--- src/rtl/rotation_move_ctrl.sv ---
// -----------------------------------------------------------------------------
// rotation_move_ctrl
//
// Bus-programmed move sequencer for the quadrature rotation counter. The host
// programs a 16-bit target rotation count and a direction, then starts a move.
// The block enables the motor, counts full-rotation pulses coming from the
// counter, and stops once the target is reached. It then holds the motor
// disabled for a braking interval before reporting done. A stall (no pulse for
// too long) or a pulse in the wrong direction stops the move with a fault.
//
// Register map (offset from BASE_ADDR):
//   +0 CTRL      W: b0 start, b1 dir, b2 abort, b3 irq_en
//                R: {4'b0, irq_en, 1'b0, dir, 1'b0}
//   +1 STAT      R: {3'b0, aborted, fault_dir, fault_stall, done, busy}
//                   reading clears done / fault_dir / fault_stall / aborted
//   +2 TARGET_LO R/W  (writes ignored while busy)
//   +3 TARGET_HI R/W  (writes ignored while busy)
//   +4 COUNT_LO  R    (also snapshots COUNT[15:8] into a shadow register)
//   +5 COUNT_HI  R    (returns the shadow captured by the last COUNT_LO read)
//
// Ports:
//   clk        system clock, rising edge
//   rst        synchronous reset, active-high
//   addr       bus address
//   cs         bus chip select
//   rd         read strobe, qualified by cs
//   wr         write strobe, qualified by cs
//   data_in    bus write data
//   data_out   registered read data, holds between reads
//   rot_pulse  one-cycle pulse per full rotation
//   rot_dir    direction of that rotation (1 = CW), valid with rot_pulse
//   motor_en   registered motor drive enable
//   motor_dir  commanded direction (1 = CW), latched at move start
//   busy       high while moving or braking
//   irq        level interrupt: irq_en & (done | fault_stall | fault_dir)
// -----------------------------------------------------------------------------
module rotation_move_ctrl #(
    parameter logic [15:0] BASE_ADDR    = 16'h0040,
    parameter logic [23:0] STALL_CYCLES = 24'd1000000,
    parameter logic [15:0] BRAKE_CYCLES = 16'd1000
) (
    input  logic        clk,
    input  logic        rst,
    input  logic [15:0] addr,
    input  logic        cs,
    input  logic        rd,
    input  logic        wr,
    input  logic [7:0]  data_in,
    output logic [7:0]  data_out,
    input  logic        rot_pulse,
    input  logic        rot_dir,
    output logic        motor_en,
    output logic        motor_dir,
    output logic        busy,
    output logic        irq
);

    typedef enum logic [1:0] {
        ST_IDLE  = 2'd0,
        ST_RUN   = 2'd1,
        ST_BRAKE = 2'd2,
        ST_FAULT = 2'd3
    } state_t;

    state_t state;
    state_t next_state;

    // -------------------------------------------------------------------------
    // Bus decode
    // -------------------------------------------------------------------------
    logic [15:0] offset;
    logic        wr_en;
    logic        rd_en;
    logic        sel_ctrl;
    logic        sel_stat;
    logic        sel_target_lo;
    logic        sel_target_hi;
    logic        sel_count_lo;
    logic        sel_count_hi;

    assign offset        = addr - BASE_ADDR;
    assign wr_en         = cs & wr;
    assign rd_en         = cs & rd;
    assign sel_ctrl      = (offset == 16'd0);
    assign sel_stat      = (offset == 16'd1);
    assign sel_target_lo = (offset == 16'd2);
    assign sel_target_hi = (offset == 16'd3);
    assign sel_count_lo  = (offset == 16'd4);
    assign sel_count_hi  = (offset == 16'd5);

    logic ctrl_wr;
    logic start_req;
    logic abort_req;
    logic stat_rd;

    // Abort has priority over start when both bits arrive in one write, so a
    // combined write never launches a move.
    assign ctrl_wr   = wr_en & sel_ctrl;
    assign abort_req = ctrl_wr & data_in[2];
    assign start_req = ctrl_wr & data_in[0] & ~data_in[2];
    assign stat_rd   = rd_en & sel_stat;

    // -------------------------------------------------------------------------
    // Registers
    // -------------------------------------------------------------------------
    logic [15:0] target;
    logic [15:0] count;
    logic [7:0]  count_shadow;
    logic        dir_reg;
    logic        irq_en;
    logic        done;
    logic        fault_stall;
    logic        fault_dir;
    logic        aborted;
    logic [23:0] stall_cnt;
    logic [15:0] brake_cnt;

    // -------------------------------------------------------------------------
    // Rotation qualification
    // -------------------------------------------------------------------------
    logic        pulse_ok;
    logic        pulse_bad;
    logic [15:0] count_next;

    assign pulse_ok   = rot_pulse & (rot_dir == motor_dir);
    assign pulse_bad  = rot_pulse & (rot_dir != motor_dir);
    // COUNT saturates instead of wrapping; only an exact match with TARGET
    // ends a move, so a saturated count simply keeps running until stall/abort.
    assign count_next = (count == 16'hFFFF) ? count : count + 16'd1;

    // -------------------------------------------------------------------------
    // FSM next-state and per-cycle events
    // -------------------------------------------------------------------------
    logic move_start;
    logic count_step;
    logic done_set;
    logic fstall_set;
    logic fdir_set;
    logic abort_set;

    // NOTE: every output of this block gets a default before the case
    // statement, so no path leaves a signal unassigned and no latch is inferred.
    always_comb begin
        next_state = state;
        move_start = 1'b0;
        count_step = 1'b0;
        done_set   = 1'b0;
        fstall_set = 1'b0;
        fdir_set   = 1'b0;
        abort_set  = 1'b0;

        case (state)
            ST_IDLE: begin
                if (start_req) begin
                    if (target == 16'd0) begin
                        // A zero-length move completes immediately.
                        done_set = 1'b1;
                    end else begin
                        move_start = 1'b1;
                        next_state = ST_RUN;
                    end
                end
            end

            ST_RUN: begin
                if (abort_req) begin
                    abort_set  = 1'b1;
                    next_state = ST_BRAKE;
                end else if (pulse_bad) begin
                    fdir_set   = 1'b1;
                    next_state = ST_FAULT;
                end else if (pulse_ok) begin
                    count_step = 1'b1;
                    if (count_next == target) begin
                        next_state = ST_BRAKE;
                    end
                end else if (stall_cnt == STALL_CYCLES - 24'd1) begin
                    fstall_set = 1'b1;
                    next_state = ST_FAULT;
                end
            end

            ST_BRAKE: begin
                // Pulses are ignored here: the motor is coasting to a stop.
                if (brake_cnt == BRAKE_CYCLES - 16'd1) begin
                    done_set   = 1'b1;
                    next_state = ST_IDLE;
                end
            end

            ST_FAULT: begin
                // The host acknowledges the fault by reading STAT.
                if (stat_rd) begin
                    next_state = ST_IDLE;
                end
            end

            default: begin
                next_state = ST_IDLE;
            end
        endcase
    end

    // -------------------------------------------------------------------------
    // State register
    // -------------------------------------------------------------------------
    // NOTE: sequential state is updated with non-blocking assignments so every
    // register samples the pre-edge values, independent of block ordering.
    always_ff @(posedge clk) begin
        if (rst) begin
            state <= ST_IDLE;
        end else begin
            state <= next_state;
        end
    end

    assign busy = (state == ST_RUN) || (state == ST_BRAKE);

    // -------------------------------------------------------------------------
    // Motor drive, counters and host-visible configuration
    // -------------------------------------------------------------------------
    always_ff @(posedge clk) begin
        if (rst) begin
            motor_en  <= 1'b0;
            motor_dir <= 1'b1;
            target    <= 16'd0;
            count     <= 16'd0;
            dir_reg   <= 1'b0;
            irq_en    <= 1'b0;
            stall_cnt <= 24'd0;
            brake_cnt <= 16'd0;
        end else begin
            // Registered enable: follows the state the FSM is entering.
            motor_en <= (next_state == ST_RUN);

            if (ctrl_wr) begin
                dir_reg <= data_in[1];
                irq_en  <= data_in[3];
            end

            if (wr_en && sel_target_lo && !busy) begin
                target[7:0] <= data_in;
            end
            if (wr_en && sel_target_hi && !busy) begin
                target[15:8] <= data_in;
            end

            if (move_start) begin
                count     <= 16'd0;
                motor_dir <= data_in[1];
            end else if (count_step) begin
                count <= count_next;
            end

            // Stall timer restarts on every good rotation.
            if (move_start || count_step) begin
                stall_cnt <= 24'd0;
            end else if (state == ST_RUN) begin
                stall_cnt <= stall_cnt + 24'd1;
            end

            if (state == ST_BRAKE) begin
                brake_cnt <= brake_cnt + 16'd1;
            end else begin
                brake_cnt <= 16'd0;
            end
        end
    end

    // -------------------------------------------------------------------------
    // Status flags: a set in the same cycle as a STAT read wins over the clear,
    // so an event is never lost between the read and the flag update.
    // -------------------------------------------------------------------------
    always_ff @(posedge clk) begin
        if (rst) begin
            done        <= 1'b0;
            fault_stall <= 1'b0;
            fault_dir   <= 1'b0;
            aborted     <= 1'b0;
        end else begin
            done        <= done_set   | (done        & ~stat_rd);
            fault_stall <= fstall_set | (fault_stall & ~stat_rd);
            fault_dir   <= fdir_set   | (fault_dir   & ~stat_rd);
            aborted     <= abort_set  | (aborted     & ~stat_rd);
        end
    end

    assign irq = irq_en & (done | fault_stall | fault_dir);

    // -------------------------------------------------------------------------
    // Read path. Values are sampled before this edge's updates, so a combined
    // read+write returns the pre-write contents.
    // -------------------------------------------------------------------------
    always_ff @(posedge clk) begin
        if (rst) begin
            data_out     <= 8'h00;
            count_shadow <= 8'h00;
        end else if (rd_en) begin
            if (sel_ctrl) begin
                data_out <= {4'b0000, irq_en, 1'b0, dir_reg, 1'b0};
            end else if (sel_stat) begin
                data_out <= {3'b000, aborted, fault_dir, fault_stall, done, busy};
            end else if (sel_target_lo) begin
                data_out <= target[7:0];
            end else if (sel_target_hi) begin
                data_out <= target[15:8];
            end else if (sel_count_lo) begin
                data_out     <= count[7:0];
                // Freeze the upper byte so a following hi read is coherent
                // with this lo read even if pulses arrive in between.
                count_shadow <= count[15:8];
            end else if (sel_count_hi) begin
                data_out <= count_shadow;
            end else begin
                data_out <= 8'h00;
            end
        end
    end

endmodule

--- config.mk ---
export PLATFORM = sky130hd
export DESIGN_NAME = rotation_move_ctrl
export DESIGN_NICKNAME = d
export VERILOG_FILES = /design/src/rtl/rotation_move_ctrl.sv
export SDC_FILE = /design/constraint.sdc
export NUM_CORES = 1
export LEC_CHECK = 0
export BUFFER_PORTS_ARGS = -buffer_cell sky130_fd_sc_hd__buf_2
export CAP_MARGIN = 40
export CORE_MARGIN = 2
export CORE_UTILIZATION = 40
export DETAILED_ROUTE_END_ITERATION = 16
export PLACE_DENSITY = 0.65
export SLEW_MARGIN = 25
export SYNTH_ARGS = -nofsm -noshare
export SYNTH_HDL_FRONTEND = slang
export SYNTH_SLANG_ARGS = --single-unit
--- constraint.sdc ---
create_clock -name clk -period 3.1 [get_ports clk]
set_input_delay 0.31 -clock clk [delete_from_list [all_inputs] [get_ports clk]]
set_output_delay 0.31 -clock clk [all_outputs]
set_load 0.02 [all_outputs]
* After elaboration in Yosys (flattened, before gate mapping)
Cells that the tools add are included.
** Cells by class
- $add $sub $neg :: 4
- Eq/ne operators :: 15
- Multiplexer cells :: 38
- Bitwise logic cells :: 27
- Reductions and logical operators :: 14
** Operator list (number)
- $mux 8 :: 6
- $add 16x1->16 const B :: 2
- $eq 16x2->1 const B :: 2
- $eq 16x3->1 const B :: 2
- $logic_not 16->1 :: 2
- $add 24x1->24 const B :: 1
- $eq 24x20->1 const B :: 1
- $mux 1 :: 20
- $mux 2 :: 9
- $eq 16x1->1 const B :: 1
- $eq 16x10->1 const B :: 1
- $eq 16x16->1 :: 1
- $eq 16x16->1 const B :: 1
- $mux 16 :: 1
- $sub 16x7->16 const B :: 1
- $and 1x1->1 :: 14
- $pmux 2 s4 :: 1
- $not 1->1 :: 7
- $or 1x1->1 :: 6
- $reduce_and 6->1 :: 1
- $reduce_or 2->1 :: 3
- $eq 2x1->1 const B :: 2
- $eq 2x2->1 const B :: 2
- $logic_and 1x1->1 :: 4
- 6 further kinds :: 7
** Storage, ports and cells
- Register bits after elaboration :: 98
- Bits of input ports :: 31
- Output and inout port bits :: 12
- Logic and storage cells :: 114

* Depth between registers and ports, before layout
- Word-level depth :: 9
- Mapped depth :: 11
- Mapped depth without buffers :: 9

* Least setup slack after synthesis
No wires, ideal clock.
- Kind :: reg2reg
- Start point :: register count[7]
- End point :: register motor_en
- Setup time :: 0.127 ns
- Arrival :: 2.354 ns
- Data required time :: 2.973 ns
- Path slack :: 0.619 ns
- Stages on the path, launching flop included :: 9
- Buffers on the path :: 1
- Cells stage by stage :: dfxtp_1 -> buf_2 -> nand4_4 -> or4_1 -> a21o_1 -> xnor2_1 -> or4_4 -> nor4_4 -> o31ai_1
** On the way
- Word-level cells in the longest chain between the ends :: 9
- Elaborated cells on any way between the ends :: 10
- Classes of those cells :: 1 x add/sub; 3 x eq/ne; 6 x mux
** Ends and longest elaborated chain
- from (decl) :: line 107 : logic [15:0] count;
- from (signal assigned) :: line 252 : count <= count_next;
- $add 16x1->16 or $eq 16x16->1 (tied branches) :: line 129 : assign count_next = (count == 16'hFFFF) ? count : count + 16'd1;
- $mux 16 (*) :: line 129
- $eq 16x16->1 (*) :: line 174 : if (count_next == target) begin
- $mux 2 (*) :: line 174
- $mux 2 (*) :: line 172 : end else if (pulse_ok) begin
- $mux 2 (*) :: line 169 : end else if (pulse_bad) begin
- $mux 2 (*) :: line 166 : if (abort_req) begin
- $pmux 2 s4 (*) :: line 152 : case (state)
- $eq 2x1->1 (*) :: line 234 : motor_en <= (next_state == ST_RUN);
- to (signal assigned) :: line 234
- to (decl) :: line 52 : output logic motor_en,
Mark *: on every way between the ends. The rest lies on a longest branch, timed or not.
A chain may end at the register's enable or synchronous reset.

* Final worst setup path
- Start point :: register count[12]
- End point :: register state[0]
** On the way
- Word-level cells in the longest chain between the ends :: 8
- Elaborated cells on any way between the ends :: 9
- Classes of those cells :: 1 x add/sub; 2 x eq/ne; 6 x mux
** Ends and longest elaborated chain
- $add 16x1->16 or $eq 16x16->1 (tied branches) :: line 129
- $mux 16 (*) :: line 129
- $eq 16x16->1 (*) :: line 174
- $mux 2 (*) :: line 174
- $mux 2 (*) :: line 172
- $mux 2 (*) :: line 169
- $mux 2 (*) :: line 166
- $pmux 2 s4 (*) :: line 152
- to (signal assigned) :: line 213 : state <= next_state;
- to (decl) :: line 65 : state_t state;
Marked as above.

==> results.ini <==
[outcome]
outcome=completed

[synthesis]
synth_simple_gate_area_share_pct=29.5
yosys.area_share.adder_pct=1.65
synth_edf_count=0
synth_compound_area_share_pct=10.5
syn_area_um2=5290
synth_common_cells=nor2_1, dfxtp_1, nand2_1
yosysWarnings=0
synth_most_common_cell=nor2_1
synth_top_area_share_pct=37.1
netlist_instances=621
yosysTopAreaCell=dfxtp_1
syn_nets=659
ys_types=65
synth-xor-area-share_pct=10.9
synthFlopType=dfxtp_1
muxShareOfSynthArea_pct=7.02
ys_ff_latch=98
synth.area.top_cells=dfxtp_1, nor2_1, mux2i_1, xor2_1, xnor2_1
synth_top_family_by_area=simple AND/OR/NAND/NOR gates
async_flop_share_pct=0
seq_area_frac_synth_pct=37.1
avgSynthCellArea_um2=8.52

[placement]
routabilityCongestion=0.894
dpl.hpwl_mm=9.93
port_buffers=42

[setup_path]
cpPeakStageDelay_ns=0.59
crit_fanout=12
cpMaxStageDelayCell=dfxtp_1
end_kind=flip-flop
path_buf_inv=0
crit_chain=nand4_4 > or4_1 > a21o_1 > xnor2_1 > or4_4 > nor4_4 > a21oi_1
cp.arrival_ns=3.04
r2r_cells=7
crit_path_start_kind=flip-flop
crit_required_ns=3.31
crit_family=simple AND/OR/NAND/NOR gates
worst-r2r-setup-slack_ns=0.27
crit_type=reg -> reg
r2r_end=state[0]$_SDFF_PP0_
rr_startpoint=count[12]$_SDFFE_PP0P_

[timing]
period_share_pct=91.4
max-slew-margin-rel_pct=48.7
hold_viol=0
max_slew.worst_pin.slew_ns=0.763
finClkSkew_ns=0.00926
fin_crit_ns=2.83
fin_setup_tns_ns=0
setup_viol=0
grt_setup_unrepaired=no
final-max-slew-violation-count=0
timing.fmax_mhz=353

[cts]
clk_pin_slew_ns=0.07
h-tree-depth=3
post-cts-setup-buffer-count=0
insertion_delay_ns=0.34
clock_sinks=98
ctsResizeCount=0
cts_buffer_depth=2
cts_tree=built
numCtsBuffers=9
holdBufCountCts=0
root_buffer=clkbuf_16

[drt]
dr_total_vias=4585
wl_mm=13.2
drt-pass1-iter-count=4
wl_per_cell_um=15.7
antenna_left=0
drtIter0Drc=223
viasPerCell=5.44
drc=0

[cells_and_area]
n_antenna_cell=0
seq_area_um2=1960
largest_reg_flops=24
top_register=stall_cnt
areaGrowthSynthToFinish_pct=14.0
multi_input_area_um2=3150
layout-drive-gt1-share_pct=13.9
nets=700
nFillCells=1272

[power]
leakage_nw=2.31
p_per_area_nw_per_um2=423
p_total_mw=2.55
irDropWorstVdd_uv=333

[worst_hold_path]
whs_endpoint=target[15]$_SDFFE_PP0P_
min_path_cells=3
hp-class=in -> reg
hold_path.startpoint=data_in[7]

[die]
rows=42
start_util_pct=40.4
die-height_um=119
dieWidth_um=119
io_pins=43
fp.coreArea_um2=13100
die-area_um2=14200

[global_routing]
grtUsageTotal_pct=19.4
antenna_found_initial=0
grt_max_degree=44
grt_pass1_wl_mm=22.3
gr-total-overflow=0
grt_pass1_vias=4663

[job]
cap_violations=0

[worst register-to-register path: stages, from the launching register on]
cell and delay (ns):
dfxtp_1 0.59, nand4_4 0.22, or4_1 0.54, a21o_1 0.19, xnor2_1 0.12, or4_4 0.53
nor4_4 0.39, a21oi_1 0.13
[metal layers]
layer	share of wire (%)	global-route usage [%]	up-vias
met3	4.9	4.84	27
met4	2.5	7.66	0
met1	44	23.0	2192
met5	0	0	-
met2	48	33.6	102
li1	-	-	2264
[cell type report]
cell class | instances | share of cell area (%)
clock buffer | 12 | 4.08
clock inverter | 4 | 0.933
inverter | 10 | 0.622
multi-input combinational | 483 | 52.3
sequential | 98 | 32.5
tap | 176 | 3.65
timing repair buffer | 60 | 5.93
[placed cells by master (no fill, tap or decap), types with 3 or more instances in the layout]
master	n
nand2_1	64
clkbuf_16	9
o221ai_1	5
xnor2_1	30
nor4b_1	3
a21oi_1	23
and2_1	7
nor2b_1	9
mux2i_1	36
nor3_1	11
dfxtp_1	98
nand2b_1	8
nor2_1	100
ha_1	7
a22oi_1	5
nor4_1	10
o31ai_1	3
nand4_1	14
and3_1	13
xor2_1	36
o21ai_0	10
nor4_2	4
o2111ai_1	3
and4_1	8
a311oi_1	3
o21ai_1	3
buf_2	42
inv_1	10
nand3_1	19
buf_4	17
[kinds of logic after synthesis]
group                    Yosys count
adder cells (fa/ha/maj)            7
XOR/XNOR                          66
AND/OR/NAND/NOR                  292
AO/OA/AOI/OAI                     81
multiplexers                      37
flip-flops                        98
buffers and inverters             40
[worst max-delay path by stage]
stage | cells past startpoint | startpoint | end | slack, ns
5_1_grt | 7 | count[12]$_SDFFE_PP0P_ | state[0]$_SDFF_PP0_ | 0.16
3_5_place_dp | 7 | count[12]$_SDFFE_PP0P_ | state[0]$_SDFF_PP0_ | 0.29
2_1_floorplan | 8 | count[7]$_SDFFE_PP0P_ | motor_en$_SDFF_PP0_ | 0.62
3_3_place_gp | 7 | count[12]$_SDFFE_PP0P_ | motor_en$_SDFF_PP0_ | 0.36
6_report | 7 | count[12]$_SDFFE_PP0P_ | state[0]$_SDFF_PP0_ | 0.27
4_1_cts | 7 | count[12]$_SDFFE_PP0P_ | state[0]$_SDFF_PP0_ | 0.29
[where the power goes]
| group | internal [mW] | leakage [nW] | switching [mW] | total [mW] |
|---|---|---|---|---|
| Combinational | 0.0509 | 1.37 | 0.0880 | 0.139 |
| Sequential | 1.27 | 0.790 | 0.00494 | 1.27 |
| Clock | 0.656 | 0.148 | 0.486 | 1.14 |
| Total | 1.97 | 2.31 | 0.579 | 2.55 |
[metrics by stage]
stage | worst slack [ns] | area (um2) | cells | util, % | hold slack [ns]
floorplan | 0.619 | 5290 | 621 | - | 0.418
global placement | 0.363 | 5710 | 826 | 43.7 | 0.430
detailed placement | 0.289 | 5710 | 826 | 43.7 | 0.450
CTS | 0.289 | 6010 | 842 | 46.0 | 0.214
global route | 0.161 | 6030 | 843 | 46.1 | 0.225
finish | 0.266 | 6030 | 843 | 46.1 | 0.220
Note: power is estimated with default switching activity, not from simulation.
